File: config.mk
export PLATFORM = sky130hd
export DESIGN_NAME = mmio_bus_ctrl_flat
export DESIGN_NICKNAME = d
export VERILOG_FILES = /design/src/rtl/mmio_bus_ctrl_if.sv /design/src/rtl/mmio_bus_ctrl.sv /design/src/flat_wrapper.sv
export SDC_FILE = /design/constraint.sdc
export NUM_CORES = 1
export LEC_CHECK = 0
export CORE_ASPECT_RATIO = 2
export CORE_MARGIN = 5
export CORE_UTILIZATION = 34
export DETAILED_ROUTE_END_ITERATION = 7
export GPL_TIMING_DRIVEN = 0
export PLACE_DENSITY = 0.79
export SYNTH_ARGS = -nofsm -noshare
export SYNTH_HDL_FRONTEND = slang
export SYNTH_SLANG_ARGS = --single-unit
File: constraint.sdc
create_clock -name clk -period 1.6 [get_ports clk]
set_input_delay 0.32 -clock clk [delete_from_list [all_inputs] [get_ports clk]]
set_output_delay 0.32 -clock clk [all_outputs]
set_load 0.1 [all_outputs]
File: src/rtl/mmio_bus_ctrl_if.sv
// Processor-side request/response and slot-side strobe/data signals of the MMIO controller.
// The controller binds to the slave modport; the processor/slot model side uses master.
interface mmio_bus_ctrl_if #(
   parameter int AW    = 16,
   parameter int DW    = 16,
   parameter int NSLOT = 4
);
   logic                  req;
   logic                  w;
   logic [AW-1:0]         addr;
   logic [DW-1:0]         dout;
   logic [DW-1:0]         din;
   logic                  done;
   logic                  err;
   logic                  busy;
   logic [AW-1:0]         bus_addr;
   logic [DW-1:0]         bus_data;
   logic [NSLOT-1:0]      slot_wr;
   logic [NSLOT-1:0]      slot_rd;
   logic [NSLOT*DW-1:0]   slot_data;

   modport slave (
      input  req, w, addr, dout, slot_data,
      output din, done, err, busy, bus_addr, bus_data, slot_wr, slot_rd
   );

   modport master (
      output req, w, addr, dout, slot_data,
      input  din, done, err, busy, bus_addr, bus_data, slot_wr, slot_rd
   );
endinterface

File: src/rtl/mmio_bus_ctrl.sv
// Memory-mapped I/O controller: decodes the top address bits to a slot, issues one-cycle
// write/read strobes, inserts read wait states and returns data with a Done/Err pulse.
module mmio_bus_ctrl #(
   parameter int               AW       = 16,
   parameter int               DW       = 16,
   parameter int               NSLOT    = 4,
   parameter int               SELW     = 4,
   parameter int               WAIT_CYC = 1,
   parameter logic [NSLOT-1:0] RO_MASK  = '0,
   parameter logic [NSLOT-1:0] WO_MASK  = '0
) (
   input  logic           clk,
   input  logic           rst,
   mmio_bus_ctrl_if.slave bus
);

   typedef enum logic [1:0] {IDLE, ACCESS, WAIT, RESP} state_t;

   // Masks widened to the full select space so any decoded index is in range.
   localparam int              NSEL      = 2**SELW;
   localparam logic [NSEL-1:0] MAP_EXT   = NSEL'({NSLOT{1'b1}});
   localparam logic [NSEL-1:0] RO_EXT    = NSEL'(RO_MASK);
   localparam logic [NSEL-1:0] WO_EXT    = NSEL'(WO_MASK);
   localparam logic [3:0]      WAIT_INIT = 4'(WAIT_CYC);

   state_t            state, state_nxt;
   logic [SELW-1:0]   sel_in, sel_q;
   logic              w_q, err_q;
   logic [3:0]        cnt_q;
   logic [AW-1:0]     bus_addr_q;
   logic [DW-1:0]     bus_data_q, din_q;
   logic              req_ok, illegal, capture;
   logic [NSLOT-1:0]  sel_oh;
   logic [DW-1:0]     slot_rdata;

   function automatic logic access_illegal(input logic [SELW-1:0] s, input logic wr);
      return !MAP_EXT[s] || (wr && RO_EXT[s]) || (!wr && WO_EXT[s]);
   endfunction

   assign sel_in     = bus.addr[AW-1 -: SELW];
   assign illegal    = access_illegal(sel_in, bus.w);
   assign req_ok     = (state == IDLE) && bus.req;
   assign slot_rdata = bus.slot_data[int'(sel_q)*DW +: DW];
   assign capture    = ((state == ACCESS) && !w_q && (WAIT_CYC == 0)) ||
                       ((state == WAIT) && (cnt_q == 4'd1));

   always_comb begin
      sel_oh = '0;
      for (int i = 0; i < NSLOT; i++) sel_oh[i] = (sel_q == SELW'(i));
   end

   always_ff @(posedge clk or posedge rst) begin
      if (rst) state <= IDLE;
      else     state <= state_nxt;
   end

   always_comb begin
      state_nxt   = state;
      bus.slot_wr = '0;
      bus.slot_rd = '0;
      case (state)
         IDLE:   if (bus.req) state_nxt = illegal ? RESP : ACCESS;
         ACCESS: begin
            if (w_q) begin
               bus.slot_wr = sel_oh;
               state_nxt   = RESP;
            end else begin
               bus.slot_rd = sel_oh;
               state_nxt   = (WAIT_CYC == 0) ? RESP : WAIT;
            end
         end
         WAIT:   if (cnt_q == 4'd1) state_nxt = RESP;
         RESP:   state_nxt = IDLE;
         default: state_nxt = IDLE;
      endcase
   end

   assign bus.done     = (state == RESP);
   assign bus.err      = (state == RESP) && err_q;
   assign bus.busy     = (state != IDLE);
   assign bus.bus_addr = bus_addr_q;
   assign bus.bus_data = bus_data_q;
   assign bus.din      = din_q;

   // Request latch, wait counter and read-data capture
   always_ff @(posedge clk or posedge rst) begin
      if (rst) begin
         bus_addr_q <= '0;
         bus_data_q <= '0;
         w_q        <= 1'b0;
         sel_q      <= '0;
         err_q      <= 1'b0;
         cnt_q      <= '0;
         din_q      <= '0;
      end else begin
         if (req_ok) begin
            bus_addr_q <= bus.addr;
            bus_data_q <= bus.dout;
            w_q        <= bus.w;
            sel_q      <= sel_in;
            err_q      <= illegal;
            if (illegal && !bus.w) din_q <= '0;
         end
         if ((state == ACCESS) && !w_q) cnt_q <= WAIT_INIT;
         else if (state == WAIT)        cnt_q <= cnt_q - 4'd1;
         if (capture) din_q <= slot_rdata;
      end
   end

endmodule

File: src/flat_wrapper.sv
// flat-port wrapper written by rule: the top's interface ports become plain ports
module mmio_bus_ctrl_flat 
#(
   parameter int               AW       = 16,
   parameter int               DW       = 16,
   parameter int               NSLOT    = 4,
   parameter int               SELW     = 4,
   parameter int               WAIT_CYC = 1,
   parameter logic [NSLOT-1:0] RO_MASK  = '0,
   parameter logic [NSLOT-1:0] WO_MASK  = '0
)
  (clk, rst, bus_req, bus_w, bus_addr, bus_dout, bus_slot_data, bus_din, bus_done, bus_err, bus_busy, bus_bus_addr, bus_bus_data, bus_slot_wr, bus_slot_rd);
  mmio_bus_ctrl_if #(.AW(AW), .DW(DW), .NSLOT(NSLOT)) bus_i ();
  input  logic clk;
  input  logic rst;
  input wire logic [$bits(bus_i.req)-1:0] bus_req;
  input wire logic [$bits(bus_i.w)-1:0] bus_w;
  input wire logic [$bits(bus_i.addr)-1:0] bus_addr;
  input wire logic [$bits(bus_i.dout)-1:0] bus_dout;
  input wire logic [$bits(bus_i.slot_data)-1:0] bus_slot_data;
  output wire logic [$bits(bus_i.din)-1:0] bus_din;
  output wire logic [$bits(bus_i.done)-1:0] bus_done;
  output wire logic [$bits(bus_i.err)-1:0] bus_err;
  output wire logic [$bits(bus_i.busy)-1:0] bus_busy;
  output wire logic [$bits(bus_i.bus_addr)-1:0] bus_bus_addr;
  output wire logic [$bits(bus_i.bus_data)-1:0] bus_bus_data;
  output wire logic [$bits(bus_i.slot_wr)-1:0] bus_slot_wr;
  output wire logic [$bits(bus_i.slot_rd)-1:0] bus_slot_rd;
  assign bus_i.req = bus_req;
  assign bus_i.w = bus_w;
  assign bus_i.addr = bus_addr;
  assign bus_i.dout = bus_dout;
  assign bus_i.slot_data = bus_slot_data;
  assign bus_din = bus_i.din;
  assign bus_done = bus_i.done;
  assign bus_err = bus_i.err;
  assign bus_busy = bus_i.busy;
  assign bus_bus_addr = bus_i.bus_addr;
  assign bus_bus_data = bus_i.bus_data;
  assign bus_slot_wr = bus_i.slot_wr;
  assign bus_slot_rd = bus_i.slot_rd;
  mmio_bus_ctrl #(.AW(AW), .DW(DW), .NSLOT(NSLOT), .SELW(SELW), .WAIT_CYC(WAIT_CYC), .RO_MASK(RO_MASK), .WO_MASK(WO_MASK)) u_core (.clk(clk), .rst(rst), .bus(bus_i));
endmodule
== Yosys cells after proc, flatten, opt, wreduce, memory -nomap -nowiden ==
Memories as Yosys holds them, arrays and structs flattened.
Cells that the tools add are included.
Storage, ports and cells
  memories: 2
  memory bits (read-only): 32
  logic and storage cells: 58
  bits in registers: 60
  bits of input ports: 100
Cells by class
  magnitude comparators: 1
  reduce and logical (&&, ||, !) cells: 20
  multiplexer cells: 16
  eq/ne operators: 9
  shift-type cells: 1
  add/sub/neg operators: 1
Memories
  (name not given): words 16, width 1, rd ports 1, clocked after memory_dff 0, write ports 0, line mmio_bus_ctrl.sv:37  | return !MAP_EXT[s] || (wr && RO_EXT[s]) || (!wr && WO_EXT[s]);
  (name not given): words 16, width 1, rd ports 1, clocked after memory_dff 0, write ports 0, line mmio_bus_ctrl.sv:37
Operators by type and width (number)
  indexed part select 64 x 9 -> 16 bit: 1
  2-to-1 mux 16 bit: 3
  2-to-1 mux 4 bit: 6
  equality test 4 x 1 -> 1 bit, second input constant: 2
  equality test 4 x 2 -> 1 bit, second input constant: 2
  one-hot mux 2 bit (4 select lines): 1
  nonzero test 2 bit: 4
  logical AND 1 bit: 7
  2-to-1 mux 2 bit: 3
  < comparator 4 x 5 -> 1 bit, second input constant: 1
  equality test 2 bit, second input constant: 2
  zero test 4 bit: 1
  != test 2 bit, second input constant: 2
  AND reduction 2 bit: 2
  subtractor 4 x 1 -> 4 bit, second input constant: 1
  zero test 1 bit: 3
  2-to-1 mux 1 bit: 3
  equality test 2 x 1 -> 1 bit, second input constant: 1
  zero test 2 bit: 1
  logical OR 1 bit: 2

== Longest topological paths before layout ==
  depth after elaboration: 9
  gate-level depth with buffers: 7
  mapped depth without buffers: 5

== Worst setup path after synthesis ==
Ideal clock, no wire load.
  path type: register -> output
  start: register u_core.bus.bus_addr[14] (netlist name)
  end: output bus_slot_wr[0]
  path buffers: 0
  stages on the path, launching flop included: 4
  required time: 1.280 ns
  arrival time: 3.216 ns
  setup slack: -1.936 ns
  cell sequence: dfrtp_1 > nor2_1 > nand3_1 > nor3_1
RTL lines
  to (decl): line flat_wrapper.sv:27  | output wire logic [$bits(bus_i.slot_wr)-1:0] bus_slot_wr;

== Final worst setup path ==
  start: register u_core.state[1]
  end: output bus_slot_rd[0]
On the way
  cells in the longest elaborated chain, start to end: 2
RTL lines
  from (decl): line mmio_bus_ctrl.sv:26  | state_t state, state_nxt;
  from (signal assigned): line mmio_bus_ctrl.sv:54  | else state <= state_nxt;
  equality test 2 x 1 -> 1 bit
  2-to-1 mux 4 bit: line mmio_bus_ctrl.sv:61  | case (state)
  to (decl): line flat_wrapper.sv:28  | output wire logic [$bits(bus_i.slot_rd)-1:0] bus_slot_rd;
Every way passes these cells.

==> metrics.csv <==
stage;metric;value;unit
run_status;status;finished with violations;
run_status;violations;setup timing;
layout;mostFrequentLayoutCells;clkdlybuf4s50_1 (99), dfrtp_1 (50), clkdlybuf4s15_2 (41);
layout;layout_commonest_cell;clkdlybuf4s50_1;
cts;clock_latency;0.29;ns
floorplanning;rows;46;
cts;cts_buffers;5;
cts;cts_sinks;56;
worst_setup_path;r2r-end;u_core.bus.din[5];
worst_setup_path;worst_setup_path_start_kind;flip-flop;
worst_setup_path;crit_fanout;4;
global_routing;grt_pass1_wl;13520;µm
yosys;synth_seq_area_share;0.5133;
worst_setup_path;reg2reg_from;u_core.state[1];
global_routing;grt.total_usage;0.1777;
global_routing;gr-total-overflow;0;
worst_setup_path;slowest_stage;dfrtp_1;
layout;layout-drive-gt1-share;0.5282;
placed_design;gp_congestion;0.7442;
cts;path_clk_slew;0.07;ns
placed_design;port_buffers;158;
sta;fin_crit_sh;1.191;
worst_setup_path;crit_arrival;1.59;ns
sta;finalMaxSlewViolations;0;
sta;finalSetupTns;-8.143;ns
yosys;synth-async-reset-ratio;1.000;
yosys;syn-cell-area;2730;µm²
sta;max_freq;524.6;MHz
floorplanning;dieArea;10030;µm²
floorplanning;io-pin-count;159;
floorplanning;core;7885;µm²
route;wire_per_inst;19.44;µm
cts;cts_tree;done;
floorplanning;die_w;73.37;µm
yosys;yosys_warnings;0;
route;route.detailed.drc;0;
global_routing;grt_max_degree;57;
global_routing;first_global_vias;2699;
sta;setup_violations;62;
cts;cts_buffer_depth;2;
floorplanning;initial_core_util;0.3462;
yosys;synth_edf_count;0;
flow_run;cap_violations;0;
layout;finalNonFillerCells;486;
sta;finClkSkew;0.002901;ns
layout;fillCellCount;549;
yosys;synth_nets;294;
worst_setup_path;crit_chain;inv_2, ha_4, nor2b_4, nand2_4, nor3_4, buf_12;
sta;hold_viol;0;
cts;cts.hold.buffers_added;0;
worst_setup_path;path_class;reg2out;
worst_setup_path;crit_start;u_core.state[1];
cts;ctsRootBufferMaster;clkbuf_16;
yosys;yosys_register_bits;56;
route;drtIter0Drc;100;
placed_design;placed_area;4573;µm²
yosys;synth_area_per_cell;14.60;µm²
global_routing;antenna_found_initial;0;
layout;fin_util;0.7060;
sta;setup_slack;-0.3064;ns
worst_setup_path;cp-end-kind;output port;
cts;cts_max_level;2;
yosys;synth_ff_type;dfrtp_1;
route;route.vias.total;2445;
placed_design;dp_cells;441;
route;avgViaCountPerCell;5.031;
worst_setup_path;reg2reg_slack;-0.19;ns
worst_setup_path;cp_data_required_time;1.28;ns
sta;relSlewSlack;0.6011;
sta;post-route-min-period;1.906;ns
floorplanning;die_y;136.7;µm
layout;postLayoutCellArea;5567;µm²
sta;tightestPinTransition;0.5984;ns
route;antenna_left;0;
hold_path;hold_class;in2async;
placed_design;post-dp-hpwl;6371;µm
layout;antenna_cells;0;
layout;nets;496;
sta;rsz0062_at_grt;yes;
yosys;synth_cell_types;31;
layout;areaGrowthSynthToFinish;103.9;%
worst_setup_path;slowest_delay;0.40;ns
route;dr.pass1.iters;4;
worst_setup_path;reg2regPathDepth;8;
yosys;synthCells;187;
route;drt_wl_total;9450;µm
timing repair:
| action | in CTS | in global routing |
|---|---|---|
| cloned | 2 | 2 |
| gates resized for setup | 293 | 43 |
| pin swaps | 24 | 5 |
| setup endpoints to repair | 106 | 69 |
| setup buffers | 28 | 4 |
critical path, delay by kind of cell (launching register included):
kind	cells	cell delay [ns]
fa+ha+maj	1	0.15
buf+inv	2	0.29
flops	1	0.40
simple gates	3	0.45
cells by family (layout without fill, tap and decap cells):
family | count (synthesis) | in the layout | synth area share
simple gates | 31 | 31 | 0.06371
fa+ha+maj | 7 | 7 | 0.03208
compound gates | 24 | 24 | 0.07149
mux | 50 | 50 | 0.2764
flops | 56 | 56 | 0.5133
buf+inv | 16 | 219 | 0.03346
xor+xnor | 3 | 3 | 0.009626
flip-flops by register name (all words and copies together), names as in the netlist:
signal / count
u_core.cnt_q: 4
u_core.w_q: 1
u_core.bus.bus_addr: 16
u_core.state: 2
u_core.bus.din: 16
u_core.bus.bus_data: 16
u_core.err_q: 1
worst max path at each step:
| stage | endpoint | slack (ns) | cells after the start |
|---|---|---|---|
| 2_1_floorplan | bus_slot_wr[0] | -0.54 | 3 |
| 3_3_place_gp | bus_slot_rd[0] | -1.13 | 6 |
| 3_5_place_dp | bus_slot_rd[0] | -1.18 | 6 |
| 4_1_cts | bus_slot_rd[0] | -0.29 | 6 |
| 5_1_grt | bus_slot_rd[0] | -0.37 | 6 |
| 6_report | bus_slot_rd[0] | -0.31 | 6 |
layer usage:
metal	track usage	vias up	wire length, µm
li1	-	1095	-
met1	0.1688	1201	2824
met2	0.3485	126	5577
met3	0.04265	23	736
met4	0.06855	0	311
met5	0	-	0
synth_stat cells (all sizes together) (2+ instances only):
cell     n  area share
a211oi   3      0.0082
a21oi    2      0.0037
a22o    16       0.051
buf     10       0.025
dfrtp   56        0.51
ha       7       0.032
inv      6      0.0082
mux2    34        0.14
mux4    16        0.14
nand2    5      0.0078
nand2b   2      0.0046
nor2    13       0.018
nor2b    2      0.0046
nor3     3      0.0096
xnor2    2      0.0064
area by class of cell:
cell class	count	area (µm²)	share of cell area
Inverter	6	41.29	0.007417
Tap cell	96	120.1	0.02158
Multi-Input combinational cell	115	1553	0.2789
Sequential cell	56	1409	0.2531
Clock inverter	2	10.01	0.001798
Buffer	10	143.9	0.02585
Timing Repair Buffer	195	2151	0.3864
Clock buffer	6	138.9	0.02495
stage by stage:
| stage | setup slack (ns) | hold WS [ns] |
|---|---|---|
| 6_report | -0.3064 | 0.3885 |
| 5_1_grt | -0.3696 | 0.4138 |
| 4_1_cts | -0.2864 | 0.4990 |
| 3_5_place_dp | -1.178 | 0.4859 |
| 3_3_place_gp | -1.134 | 0.4713 |
| 2_1_floorplan | -0.5450 | 0.4004 |
Power is left out: the tool's default activity adds up to more than one toggle a clock period on the data nets, which glitch-free logic cannot reach.
